**src/rtl/store_write_buffer.sv**
```systemverilog
// rtl/store_write_buffer.sv - in-order write-through store buffer between the data cache and data memory
// Optional macro WB_FORWARD_EN: forward the youngest full-word match to loads instead of stalling.
module store_write_buffer #(
  parameter int ADDR_WIDTH = 32,
  parameter int DATA_WIDTH = 32,
  parameter int DEPTH      = 4
) (
  input  logic                     clk,
  input  logic                     rst,
  input  logic                     push_valid,
  input  logic [ADDR_WIDTH-1:0]    push_addr,
  input  logic [DATA_WIDTH-1:0]    push_data,
  input  logic [2:0]               push_mode,
  output logic                     full,
  output logic                     empty,
  output logic [$clog2(DEPTH):0]   count,
  input  logic                     mem_ready,
  output logic                     mem_we,
  output logic [ADDR_WIDTH-1:0]    mem_addr,
  output logic [DATA_WIDTH-1:0]    mem_wd,
  output logic [2:0]               mem_mode,
  input  logic                     rd_en,
  input  logic [ADDR_WIDTH-1:0]    rd_addr,
  output logic                     rd_conflict,
  output logic                     fwd_hit,
  output logic [DATA_WIDTH-1:0]    fwd_data
);
  localparam int PW = $clog2(DEPTH);
  localparam int CW = PW + 1;
  localparam logic [2:0] DATA_ADDR_MODE_WORD = 3'b010;

  logic [DEPTH-1:0]      valid_q;
  logic [ADDR_WIDTH-1:0] addr_q [DEPTH];
  logic [DATA_WIDTH-1:0] data_q [DEPTH];
  logic [2:0]            mode_q [DEPTH];
  logic [PW-1:0]         head_q, head_d, tail_q, tail_d;
  logic [CW-1:0]         count_q, count_d;
  logic                  push_ok, pop_ok;
  logic [DEPTH-1:0]      match;
  logic                  rd_addr_unused;

  assign full     = (count_q == CW'(DEPTH));
  assign empty    = (count_q == '0);
  assign count    = count_q;
  assign mem_we   = !empty;
  assign mem_addr = empty ? '0 : addr_q[head_q];
  assign mem_wd   = empty ? '0 : data_q[head_q];
  assign mem_mode = empty ? '0 : mode_q[head_q];
  assign push_ok  = push_valid && !full;
  assign pop_ok   = mem_we && mem_ready;
  assign rd_addr_unused = ^rd_addr[1:0];

  always_comb begin
    head_d  = pop_ok  ? head_q + PW'(1) : head_q;
    tail_d  = push_ok ? tail_q + PW'(1) : tail_q;
    count_d = count_q;
    case ({push_ok, pop_ok})
      2'b10:   count_d = count_q + CW'(1);
      2'b01:   count_d = count_q - CW'(1);
      default: count_d = count_q;
    endcase
  end

  // Push and pop can never hit the same slot: that needs count 0 (no pop) or DEPTH (no push).
  always_ff @(posedge clk or posedge rst) begin
    if (rst) begin
      head_q  <= '0;
      tail_q  <= '0;
      count_q <= '0;
      valid_q <= '0;
    end else begin
      head_q  <= head_d;
      tail_q  <= tail_d;
      count_q <= count_d;
      if (push_ok) valid_q[tail_q] <= 1'b1;
      if (pop_ok)  valid_q[head_q] <= 1'b0;
    end
  end

  always_ff @(posedge clk) begin
    if (push_ok) begin
      addr_q[tail_q] <= push_addr;
      data_q[tail_q] <= push_data;
      mode_q[tail_q] <= push_mode;
    end
  end

  always_ff @(posedge clk) begin
    WB_OVERFLOW: assert (rst || !(push_valid && full))
      else $warning("WB_OVERFLOW: store pushed while buffer full was dropped");
  end

  always_comb begin
    for (int i = 0; i < DEPTH; i++) begin
      match[i] = valid_q[i] && (addr_q[i][ADDR_WIDTH-1:2] == rd_addr[ADDR_WIDTH-1:2]);
    end
  end

`ifdef WB_FORWARD_EN
  logic          found;
  logic [PW-1:0] sel, idx;
  logic          sel_word;

  // Youngest first: tail-1 back toward head; the oldest slot wraps to tail when full.
  always_comb begin
    found = 1'b0;
    sel   = '0;
    idx   = '0;
    for (int k = 0; k < DEPTH; k++) begin
      idx = tail_q - PW'(k + 1);
      if (!found && match[idx]) begin
        found = 1'b1;
        sel   = idx;
      end
    end
  end

  assign sel_word    = (mode_q[sel] == DATA_ADDR_MODE_WORD);
  assign fwd_hit     = rd_en && found && sel_word;
  assign fwd_data    = fwd_hit ? data_q[sel] : '0;
  assign rd_conflict = rd_en && found && !sel_word;
`else
  assign fwd_hit     = 1'b0;
  assign fwd_data    = '0;
  assign rd_conflict = rd_en && (|match);
`endif

endmodule
```
**config.mk**
```make
export PLATFORM = sky130hd
export DESIGN_NAME = store_write_buffer
export DESIGN_NICKNAME = d
export VERILOG_FILES = /design/src/rtl/store_write_buffer.sv
export SDC_FILE = /design/constraint.sdc
export NUM_CORES = 1
export LEC_CHECK = 0
export CORE_MARGIN = 1
export CORE_UTILIZATION = 40
export CTS_CLUSTER_SIZE = 8
export DETAILED_ROUTE_END_ITERATION = 12
export GPL_TIMING_DRIVEN = 0
export PLACE_DENSITY = 0.75
export SLEW_MARGIN = 20
export SYNTH_ARGS = -nofsm -noshare
export SYNTH_HDL_FRONTEND = slang
export SYNTH_SLANG_ARGS = --single-unit
```
**constraint.sdc**
```tcl
create_clock -name clk -period 2.8 [get_ports clk]
set_input_delay 0.56 -clock clk [delete_from_list [all_inputs] [get_ports clk]]
set_output_delay 0.56 -clock clk [all_outputs]
set_load 0.01 [all_outputs]
```
**Word-level counts from Yosys, hierarchy flattened**

Memory sizes are Yosys's and may differ from the RTL's.
Index checks and enable logic that the tools add are counted.

- Multiply operators: 0
- Order comparisons: 4
- Reduce and logical (&&, ||, !) cells: 14
- Div/mod/pow operators: 0
- Muxes and demuxes: 12
- Eq/ne operators: 7
- Shifts and indexed selects: 0
- Bitwise logic cells: 3
- $add $sub $neg: 4

Operators with widths:

| operator | number |
|---|---|
| 30-bit equality test | 4 |
| 32-bit 2-to-1 mux | 2 |
| 1-bit logical AND | 9 |
| 4-bit 2-to-1 mux | 2 |
| 2-bit by 3-bit less-than comparator with 1-bit output, second input constant | 2 |
| 3-bit one-hot mux with 2 select lines | 1 |
| 2-bit by 1-bit adder with 2-bit output, second input constant | 2 |
| 4-bit AND | 1 |
| 1-bit demux with 2-bit select | 2 |
| 2-bit by 1-bit >= comparator with 1-bit output, second input constant | 2 |
| 1-bit 2-to-1 mux | 4 |
| 4-bit NOT | 1 |
| 4-bit bitwise OR | 1 |
| 4-bit OR reduction | 1 |
| 3-bit by 1-bit adder with 3-bit output, second input constant | 1 |
| 3-bit equality test, second input constant | 1 |
| 3-bit zero test | 1 |
| 3-bit 2-to-1 mux | 1 |
| 3-bit by 1-bit subtractor with 3-bit output, second input constant | 1 |
| 2-bit by 1-bit equality test with 1-bit output, second input constant | 1 |
| 2-bit equality test, second input constant | 1 |
| 1-bit zero test | 2 |
| 2-bit nonzero test | 1 |

- Bits in latches: 0
- Bits of input ports: 104
- Output and inout bits: 107
- Memory bits (writable): 268
- Register bits after elaboration: 11
- Memories: 3
- Memory bits (read-only): 0
- Logic and storage cells: 51

Memory list:

| memory | depth | bits a word | rd ports | clocked after Yosys merged registers in | wr ports | line | text |
|---|---|---|---|---|---|---|---|
| addr_q | 4 | 32 | 5 | 0 | 1 | 33 | `logic [ADDR_WIDTH-1:0] addr_q [DEPTH];` |
| data_q | 4 | 32 | 1 | 0 | 1 | 34 | `logic [DATA_WIDTH-1:0] data_q [DEPTH];` |
| mode_q | 4 | 3 | 1 | 0 | 1 | 35 | `logic [2:0] mode_q [DEPTH];` |

**Logic depth before layout (Yosys ltp)**

- Word-level depth: 8
- Gate-level depth with buffers: 11
- Gate-level depth less buffers: 10

**Worst setup path before layout**

No wires, ideal clock.

- Path type: register -> register
- From: register count_q[0] (netlist: count[0])
- To: memory addr_q[0][0], enable pin
- Stages on the path, launching flop included: 6
- Setup time: 0.433 ns
- Path buffers: 1
- Arrival: 2.655 ns
- Period minus slack after synthesis: 3.089 ns
- Path slack: -0.289 ns
- Required time: 2.367 ns
- Cells stage by stage: dfrtp_1 -> inv_1 -> and3_1 -> nor2b_1 -> clkbuf_1 -> and2_1

- Cells in the longest elaborated chain, start to end: 5

Ends and longest elaborated chain:

| element | line | text |
|---|---|---|
| start: declaration | 37 | `logic [CW-1:0] count_q, count_d;` |
| start signal: assignment | 74 | `count_q <= count_d;` |
| 3-bit equality test | 42 | `assign full = (count_q == CW'(DEPTH));` |
| net full | 14 | `output logic full,` |
| 1-bit zero test | 49 | `assign push_ok = push_valid && !full;` |
| 1-bit logical AND | 49 |  |
| 1-bit 2-to-1 mux | 81 | `if (push_ok) begin` |
| 1-bit 2-to-1 mux (implied by the code) | 82 | `addr_q[tail_q] <= push_addr;` |
| end: declaration | 33 |  |

The timed path passes the listed nets, and every way through them passes these cells.

**Worst setup path in the final report**

- From: input port rd_addr[21]
- To: output port rd_conflict

- Cells in the longest elaborated chain, start to end: 4
- Elaborated cells on any way between the ends: 10
- Classes of those cells: eq/ne: 4; reduce/logical: 6

Ends and longest elaborated chain:

| element | line | text |
|---|---|---|
| start: declaration | 23 | `input logic [ADDR_WIDTH-1:0] rd_addr,` |
| 30-bit equality test | 95 | `match[i] = valid_q[i] && (addr_q[i][ADDR_WIDTH-1:2] == rd_addr[ADDR_WIDTH-1:2]);` |
| 1-bit logical AND | 95 |  |
| 4-bit OR reduction (*) | 125 | `assign rd_conflict = rd_en && (\|match);` |
| 1-bit logical AND (*) | 125 |  |
| end: declaration | 24 | `output logic rd_conflict,` |

Mark *: on every way between the ends. The rest lies on a longest branch, timed or not.

==> run_results.csv <==
group,metric,value,unit
power,cellLeakagePower,0.00583,uW
sta,finalSetupViolCount,2,
global_routing,grt_max_degree,40,
critical_path,path_buf_inv,2,
global_routing,overflow,0,
power,vdd_drop_max,0.792,mV
status,violations,"setup timing",
synthesis,synth_area,12400,sq um
route,wl_per_cell,22.2,microns
synthesis,syn_inst,695,
sta,skew,0.0195,ns
sta,drv_slew,0,
route,routed_wl,30600,microns
placement,portBuffers,158,
route,drc,0,
critical_path,cp-start-kind,"primary input",
clock_tree,clock_path_buffers,3,
critical_path,reg2reg_depth,7,
die,ios,211,
status,outcome,"complete, but fails checks",
route,antenna_left,0,
critical_path,cp_num_cells,6,
hold_path,hp-class,"primary input to async pin",
synthesis,synth_area_per_cell,17.8,sq um
route,vias,7050,
sta,whs,0.358,ns
die,core,30500,sq um
final_layout,design_area,16400,sq um
power,power,17300,uW
critical_path,arrival,2.29,ns
placement,place.gp.congestion,0.879,
die,die-height,178,microns
clock_tree,cts.sinks,279,
sta,grt_setup_unrepaired,"yes",
final_layout,drive_above_1_share,29.7,%
final_layout,multi_input_area,3920,sq um
final_layout,fillCellCount,2449,
final_layout,seqCellArea,8320,sq um
final_layout,final_common_cell,"edfxtp_1",
critical_path,crit_path_cell_trace,"clkdlybuf4s50_1 > xor2_1 > nor4_2 > nand4_1 > a41oi_2 > buf_2",
final_layout,fin_nets,1069,
global_routing,grt_pass1_vias,7334,
clock_tree,htreeDepth,2,
critical_path,r2r-start,"count[0]",
die,die_area,31600,sq um
sta,slew_headroom,64.4,%
clock_tree,cts_hold_buf,0,
die,die_x,178,microns
clock_tree,clk_latency,0.52,ns
critical_path,r2r-end,"addr_q[1][1]",
placement,dp.cells,1285,
critical_path,ff2ff_setup_slack,0.46,ns
sta,worst_pin_slew,0.534,ns
die,start_util,40.6,%
power,power.density,1050,nW/um^2
global_routing,grt_pass1_wl,44400,microns
critical_path,crit_family,"buffers and inverters",
critical_path,critPathMaxFanout,4,
sta,fin_crit,2.85,ns
job,max-cap-violations,0,
clock_tree,cts.clk_slew.worst_paths,0.05,ns
final_layout,stdcell_count,1383,
final_layout,post-route-util,53.9,%
die,rows,64,
final_layout,layout_common_cells,"edfxtp_1 (268), clkdlybuf4s50_1 (79), mux4_2 (67)",
global_routing,grt_usage,19.4,%
sta,hold_viol,0,
critical_path,cp_slowest_cell,"clkdlybuf4s50_1",
synthesis,synth_cell_types,27,
final_layout,syn_to_final_growth,32.9,%
critical_path,critical_path.max_stage_delay,0.53,ns
critical_path,worst_ep_required_time,2.24,ns
placement,hpwl,20300,microns
sta,timing.final.crit_share,102,%
route,drtIter0Drc,553,
route,via_per_inst,5.10,
placement,placed_area,14700,sq um
sta,setup_ws,-0.0464,ns
route,first_pass_iters,5,
synthesis,ys_warn_count,0,
synthesis,seq_area_frac_synth,67.3,%
synthesis,ys_ff_latch,279,
global_routing,antenna_found_initial,2,
clock_tree,cts_tree,"yes",
clock_tree,cts_root_buffer,"clkbuf_16",
clock_tree,cts_buffers,40,
critical_path,endpoint_kind,"primary output",
critical_path,critical_path_class,"primary input to primary output",
sta,max_freq,351,MHz
-- layout make-up --
cell class                 count  area share (%)
timing repair buffer         188            11.5
sequential                   279            50.6
multi-input combinational    361            23.8
antenna                        1          0.0152
inverter                      11           0.251
tap                          396            3.01
clock inverter                 2           0.107
clock buffer                  71            6.92
buffer                        74            3.74
-- layer usage --
| metal | global-route usage (%) | vias up | wire [microns] |
|---|---|---|---|
| met5 | 0 | - | 0 |
| met2 | 33.0 | 341 | 15100 |
| met3 | 5.06 | 67 | 2650 |
| met1 | 24.4 | 3516 | 11900 |
| met4 | 5.70 | 0 | 934 |
| li1 | - | 3126 | - |
-- synthesized netlist by cell type (all sizes together) --
cell type	n	area, sq um
nor2	1	3.75
clkbuf	31	116
nand2	2	7.51
xnor2	79	692
nor4	16	100
fa	1	20.0
mux2i	1	10.0
and3	1	6.26
edfxtp	268	8050
conb	1	3.75
buf	45	359
o21ai	2	10.0
inv	11	41.3
a2bb2oi	4	35.0
ha	9	113
nand4	24	150
and2	72	450
mux4	67	1510
a41oi	1	8.76
or3	1	6.26
dfrtp	11	275
xor2	46	403
nor2b	1	6.26
-- flip-flops by register name (all words and copies together) (netlist names) --
name and flops:
addr_q 128, head_q 2, data_q 128, tail_q 2, mode_q 12, valid_q 4
count 3
-- how the worst max path moves through the flow --
| stage | start | to | slack, ns |
|---|---|---|---|
| 2_1_floorplan | count[0] | addr_q[0][0] | 0.45 |
| 3_5_place_dp | rd_addr[16] | rd_conflict | -0.68 |
| 3_3_place_gp | push_valid | addr_q[0][1] | -0.69 |
| 5_1_grt | addr_q[3][24] | rd_conflict | -0.19 |
| 6_report | rd_addr[21] | rd_conflict | -0.05 |
| 4_1_cts | addr_q[0][13] | rd_conflict | -0.06 |
-- cells by family (layout without fill, tap and decap cells) --
group | count (synthesis) | after routing | synth area share [%]
flip-flops | 279 | 279 | 67.3
XOR/XNOR | 125 | 125 | 8.85
AND/OR/NAND/NOR | 118 | 118 | 5.91
buffers and inverters | 87 | 346 | 4.18
multiplexers | 68 | 68 | 12.3
adder cells (fa/ha/maj) | 10 | 10 | 1.07
AO/OA/AOI/OAI | 7 | 7 | 0.435
other | 1 | 34 | 0.0303
-- per-stage QoR --
stage | setup WS [ns] | TNS [ns]
global placement | -0.687 | -185.66
global route | -0.193 | -0.454
floorplan | 0.448 | 0
detailed placement | -0.680 | -7.78
finish | -0.0464 | -0.0509
CTS | -0.0644 | -0.125
-- where the power goes --
| part | switching (uW) | internal, uW |
|---|---|---|
| Clock | 1680 | 2730 |
| Combinational | 3180 | 3800 |
| Sequential | 366 | 5540 |
-- what timing repair did --
| action | CTS | global route |
|---|---|---|
| pin swaps | 13 | 18 |
| gates resized for setup | 265 | 72 |
| setup buffers | 18 | 2 |
| cloned | 1 | 6 |
| endpoints found under the setup margin | 70 | 58 |
-- worst register-to-register path, cell delays in order, from the launching register on --
cell	delay, ns
dfrtp_1	0.38
buf_4	0.12
inv_1	0.06
and3_1	0.17
nor2b_1	0.11
clkbuf_1	0.29
and2_4	0.54
buf_16	0.31
Power figures use the tool's default switching activity.
